`src/rtl/fifo_burst_reader.sv`:
```
// Drains a first-word-fall-through FIFO in fixed-length bursts onto a valid/ready stream with a last marker.
// Latency: the count condition is seen in IDLE at cycle N, the first fifo_re is at N+1 and the first m_valid at N+2.
// Backpressure: a 2-entry skid buffer absorbs stalls, and popping stops while it is full. fifo_re never depends on m_ready.
//
// Ports:
//   clk, reset             clock (rising edge) and asynchronous active-high reset
//   fifo_re                pop strobe to the FIFO (combinational)
//   fifo_dout/empty/count  FIFO head word, empty flag and occupancy
//   burst_len              words per burst, sampled when a burst starts
//   m_valid/data/last      output stream
//   m_ready                downstream accept
//   busy                   high when a burst is in progress or the skid buffer holds data
//   bursts_done            count of completed bursts, wraps modulo 2^32
//
// Optional feature: define FIFO_READER_TIMEOUT_EN to flush a partial burst after the FIFO
// has held 0 < fifo_count < burst_len for TIMEOUT idle cycles.
module fifo_burst_reader #(
  parameter int WIDTH       = 32,
  parameter int COUNT_WIDTH = 32,
  parameter int TIMEOUT     = 256
) (
  input  logic                   clk,
  input  logic                   reset,
  output logic                   fifo_re,
  input  logic [WIDTH-1:0]       fifo_dout,
  input  logic                   fifo_empty,
  input  logic [COUNT_WIDTH-1:0] fifo_count,
  input  logic [15:0]            burst_len,
  output logic                   m_valid,
  output logic [WIDTH-1:0]       m_data,
  output logic                   m_last,
  input  logic                   m_ready,
  output logic                   busy,
  output logic [31:0]            bursts_done
);

  typedef enum logic {
    IDLE  = 1'b0,
    BURST = 1'b1
  } state_t;

  // Common width for the zero-extended occupancy/length compare.
  localparam int CW = (COUNT_WIDTH > 16) ? COUNT_WIDTH : 16;

  state_t            state_q, state_d;
  logic [15:0]       remaining_q, remaining_d;
  logic [1:0]        occ_q, occ_d;
  logic [WIDTH-1:0]  data0_q, data0_d, data1_q, data1_d;
  logic              last0_q, last0_d, last1_q, last1_d;
  logic [31:0]       bursts_q, bursts_d;

  logic [CW-1:0]     count_ext;
  logic [CW-1:0]     len_ext;
  logic              full_ready;
  logic              push;
  logic              pop;
  logic [1:0]        wr_idx;

  assign count_ext  = CW'(fifo_count);
  assign len_ext    = CW'(burst_len);
  assign full_ready = (burst_len != 16'd0) && (count_ext >= len_ext);

  assign fifo_re     = (state_q == BURST) && !fifo_empty && (remaining_q != 16'd0) && (occ_q < 2'd2);
  assign push        = fifo_re;
  assign m_valid     = (occ_q != 2'd0);
  assign m_data      = data0_q;
  assign m_last      = last0_q;
  assign pop         = m_valid && m_ready;
  assign busy        = (state_q != IDLE) || (occ_q != 2'd0);
  assign bursts_done = bursts_q;

  // Slot the new word lands in once this cycle's pop has shifted the buffer.
  assign wr_idx = occ_q - {1'b0, pop};

`ifdef FIFO_READER_TIMEOUT_EN
  logic [15:0] timer_q, timer_d;
  logic        partial_cond;

  assign partial_cond = (count_ext != '0) && (count_ext < len_ext);

  always_comb begin
    timer_d = 16'd0;
    if ((state_q == IDLE) && partial_cond && (timer_q != 16'(TIMEOUT - 1))) begin
      timer_d = timer_q + 16'd1;
    end
  end

  always_ff @(posedge clk or posedge reset) begin
    if (reset) timer_q <= 16'd0;
    else       timer_q <= timer_d;
  end
`endif

  // Burst control
  always_comb begin
    state_d     = state_q;
    remaining_d = remaining_q;
    case (state_q)
      IDLE: begin
        if (full_ready) begin
          state_d     = BURST;
          remaining_d = burst_len;
        end
`ifdef FIFO_READER_TIMEOUT_EN
        else if (partial_cond && (timer_q == 16'(TIMEOUT - 1))) begin
          // Partial flush. The occupancy is below burst_len here, so it fits in 16 bits.
          state_d     = BURST;
          remaining_d = count_ext[15:0];
        end
`endif
      end
      BURST: begin
        if (push) begin
          remaining_d = remaining_q - 16'd1;
          if (remaining_q == 16'd1) state_d = IDLE;
        end
      end
      default: state_d = IDLE;
    endcase
  end

  // Skid buffer: slot 0 is the head. A pop shifts slot 1 forward.
  always_comb begin
    data0_d  = data0_q;
    data1_d  = data1_q;
    last0_d  = last0_q;
    last1_d  = last1_q;
    occ_d    = occ_q + {1'b0, push} - {1'b0, pop};
    bursts_d = bursts_q;
    if (pop) begin
      data0_d = data1_q;
      last0_d = last1_q;
      if (last0_q) bursts_d = bursts_q + 32'd1;
    end
    if (push) begin
      if (wr_idx == 2'd0) begin
        data0_d = fifo_dout;
        last0_d = (remaining_q == 16'd1);
      end else begin
        data1_d = fifo_dout;
        last1_d = (remaining_q == 16'd1);
      end
    end
  end

  always_ff @(posedge clk or posedge reset) begin
    if (reset) begin
      state_q     <= IDLE;
      remaining_q <= 16'd0;
      occ_q       <= 2'd0;
      data0_q     <= '0;
      data1_q     <= '0;
      last0_q     <= 1'b0;
      last1_q     <= 1'b0;
      bursts_q    <= 32'd0;
    end else begin
      state_q     <= state_d;
      remaining_q <= remaining_d;
      occ_q       <= occ_d;
      data0_q     <= data0_d;
      data1_q     <= data1_d;
      last0_q     <= last0_d;
      last1_q     <= last1_d;
      bursts_q    <= bursts_d;
    end
  end

endmodule
```
`config.mk`:
```
export PLATFORM = sky130hd
export DESIGN_NAME = fifo_burst_reader
export DESIGN_NICKNAME = d
export VERILOG_FILES = /design/src/rtl/fifo_burst_reader.sv
export SDC_FILE = /design/constraint.sdc
export NUM_CORES = 1
export LEC_CHECK = 0
export CAP_MARGIN = 20
export CORE_ASPECT_RATIO = 0.5
export CORE_MARGIN = 3
export CORE_UTILIZATION = 30
export CTS_CLUSTER_SIZE = 24
export DETAILED_ROUTE_END_ITERATION = 10
export PLACE_DENSITY_LB_ADDON = 0.05
export SLEW_MARGIN = 30
export SYNTH_ARGS = -nofsm -noshare
export SYNTH_HDL_FRONTEND = slang
export SYNTH_SLANG_ARGS = --single-unit
```
`constraint.sdc`:
```
create_clock -name clk -period 3.35 [get_ports clk]
set_input_delay 0.335 -clock clk [delete_from_list [all_inputs] [get_ports clk]]
set_output_delay 0.335 -clock clk [all_outputs]
set_load 0.03 [all_outputs]
```
==> summary.md <==
| Metric | Value |
|---|---|
| Core Region | 18600 um2 |
| Finished Layout Cells | 967 |
| RePlAce Congestion | 0.743 |
| Fillcell total | 1799 |
| Antenna violations before repair | 0 |
| First-pass GRT wire length | 25400 um |
| Storage cell area | 2930 um2 |
| Number of buffers created by CTS | 17 |
| Skew-Pair Late Insertion Delay | 410 ps |
| WP data arrival | 2730 ps |
| Drt drc | 0 |
| Synth async-reset ratio | 1.00 |
| Layout cells sized above 1 | 0.126 |
| Class of the most critical setup path | reg2out |
| Maximum fanout along the worst path | 12 |
| WP data required | 3010 ps |
| Reg2Reg Launch Point | remaining_q[0] |
| Tot GR Track Use | 0.150 |
| Syn Nets | 638 |
| TritonCTS clock tree | yes |
| Endpoint type of the worst setup path | output port |
| EDFF count, synth | 0 |
| Placed insts | 934 |
| Most common cell after layout, fill and taps aside | clkdlybuf4s50_1 |
| Final hold violation count | 0 |
| Sinks on the clock net | 117 |
| Pwr dens | 759 nW/um2 |
| Antenna cells | 0 |
| # Max-Cap Violations | 0 |
| Synth Instances | 533 |
| Nets@finish | 800 |
| # setup viols final | 0 |
| Initial Util | 0.310 |
| Drt wl/cell | 15.8 um |
| RSZ-0062 raised after global routing | false |
| Largest net degree at the start of global routing | 59 |
| Detail Route Antenna Nets | 0 |
| Max VDD drop | 393 uV |
| Ys flop type | dfrtp_1 |
| CTS max path bufs | 2 |
| Slew at the pin closest to its max-slew limit | 717 ps |
| P_leak | 3.43 nW |
| Total grt overflow | 0 |
| Type of origin of the critical path | flop |
| Vias per std cell | 4.72 |
| Setup Fix Bufs, Post-CTS | 0 |
| Vias | 4564 |
| DIE HEIGHT | 104 um |
| Setup TNS | 0 ps |
| Post-DP HPWL | 10800 um |
| # rows | 35 |
| Initial drt markers | 238 |
| Tmin final | 3060 ps |
| Final core occ | 0.444 |
| Area grow syn2layout | 43.1% |
| Die area | 21000 um2 |
| YS warnings | 0 |
| Ports | 152 |
| Drt total wl | 15300 um |
| Reg2reg end | data1_q[1] |
| Clock slew at reported path FFs | 60 ps |
| Status | finished, final reports clean |
| Detailed-routing iteration count for the pre-antenna-repair pass | 4 |
| Fin crit share | 0.915 |
| H-tree Lvls | 4 |
| Mean Syn Cell Area | 10.8 um2 |
| Register area share after synthesis | 0.507 |
| Worst Hold Class | in2async |
| Hold_buf cts | 0 |
| Final slew viol count | 0 |
| Mapped Area | 5770 um2 |
| PortBufs | 151 |
| Area of the multi-input gates | 2650 um2 |
| Yosys cell types | 53 |
| Vias in the first global route | 4730 |
| Max Clock Skew | 6.85 ps |
| CTS root buf | clkbuf_16 |
| Normalized max-slew margin | 0.519 |
| Fmax | 326 MHz |
| Worst reg-to-reg path cell count | 9 |
| #FFs+latches synth | 117 |
| FF-to-FF setup slack | 430 ps |
| Die W | 202 um |
| Commonest non-fill, non-tap cells in the layout | clkdlybuf4s50_1 (150), dfrtp_1 (117), nand2_1 (63), o21ai_0 (37), mux2i_1 (37) |
## stage by stage
| step | setup slack, ps | hold slack, ps | power [mW] | cell area, um2 |
|---|---|---|---|---|
| after floorplan | 582 | 452 | 3.60 | 5780 |
| after global placement | 222 | 463 | 4.42 | 7630 |
| after detailed placement | 171 | 470 | 4.45 | 7630 |
| after CTS | 89.3 | 316 | 6.36 | 8230 |
| after global routing | 163 | 356 | 6.67 | 8260 |
| final | 286 | 313 | 6.27 | 8260 |
## layout make-up
class,instances,share of cell area
Sequential cell,117,0.355
Multi-Input combinational cell,370,0.321
Timing Repair Buffer,165,0.201
Clock buffer,20,0.0541
Tap cell,259,0.0392
Clock inverter,12,0.0188
Inverter,24,0.0117
## critical path, stage by stage, from the launching register on
cell and delay, ps:
dfrtp_1 420, inv_1 90, ha_1 170, or3b_2 540
or4b_4 560, o21ai_2 190, inv_4 130, clkbuf_2 210
## routing by layer
| layer | global-route usage | wire, um | vias up |
|---|---|---|---|
| li1 | - | - | 2230 |
| met1 | 0.202 | 7370 | 2221 |
| met2 | 0.232 | 6870 | 100 |
| met3 | 0.0506 | 929 | 13 |
| met4 | 0.0435 | 164 | 0 |
| met5 | 0 | 0 | - |
## sequential cells by signal, summed over array words and instances, names as in the netlist
register and flops:
m_data 32, bursts_done 32, last1_q 1, remaining_q 16
m_last 1, occ_q 2, state_q 1, data1_q 32
## logic make-up (layout without fill, tap and decap cells)
| group | after synthesis | after routing | share of synthesized area |
|---|---|---|---|
| AO/OA/AOI/OAI | 82 | 82 | 0.0878 |
| XOR/XNOR | 35 | 35 | 0.0531 |
| adder cells (fa/ha/maj) | 21 | 21 | 0.0455 |
| buffers and inverters | 46 | 221 | 0.0351 |
| flip-flops | 117 | 117 | 0.507 |
| multiplexers | 71 | 71 | 0.131 |
| AND/OR/NAND/NOR | 161 | 161 | 0.141 |
## synthesized netlist by cell type, types with 2 or more instances
library cell  instances  share of area
dfrtp_1             117           0.51
nand2_1              63          0.041
mux2i_1              37          0.064
o21ai_0              37          0.032
mux2_2               32          0.062
xnor2_1              32          0.049
inv_1                23          0.015
ha_1                 21          0.046
nor2_1               20          0.013
nand3_1              17          0.015
clkbuf_1             14         0.0091
a21oi_1               9         0.0078
nand4_1               9         0.0098
and3_1                8         0.0087
nor3_1                8         0.0069
nor4_1                8         0.0087
o22ai_1               8         0.0087
and4_1                5         0.0076
nand2b_1              4         0.0043
o32a_1                4         0.0069
or4_1                 4         0.0052
a31oi_1               3         0.0033
buf_4                 3         0.0039
nor3b_1               3         0.0039
o21a_1                3         0.0039
o41ai_1               3         0.0046
xor2_1                3         0.0046
a211oi_1              2         0.0026
a22oi_1               2         0.0026
a41oi_1               2         0.0030
buf_1                 2         0.0013
buf_6                 2         0.0039
mux2_1                2         0.0039
nand2_2               2         0.0022
o31ai_1               2         0.0026
or3_1                 2         0.0022
## how the worst max path moves through the flow
| stage | from | to | slack, ps | depth (start not counted) |
|---|---|---|---|---|
| after floorplan | remaining_q[0] | data1_q[11] | 580 | 11 |
| after global placement | burst_len[15] | remaining_q[0] | 220 | 10 |
| after detailed placement | burst_len[13] | remaining_q[0] | 170 | 10 |
| after CTS | remaining_q[0] | fifo_re | 90 | 7 |
| after global routing | remaining_q[0] | fifo_re | 160 | 7 |
| final | remaining_q[0] | fifo_re | 290 | 7 |
## power breakdown
| group | internal [mW] | leakage (nW) | total, mW | switching [mW] |
|---|---|---|---|---|
| sequential | 1.90 | 1.45 | 2.18 | 0.281 |
| clock | 1.19 | 0.278 | 1.87 | 0.680 |
| combinational | 1.05 | 1.70 | 2.22 | 1.17 |
| total | 4.14 | 3.43 | 6.27 | 2.13 |
## timing repair
| action | 4_1_cts | 5_1_grt |
|---|---|---|
| gates resized for setup | 1 | 2 |
| endpoints found under the hold margin | 0 | 0 |
| pin swaps | 0 | 0 |
| endpoints found under the setup margin | 1 | 1 |
(Power assumes the default switching activity.)
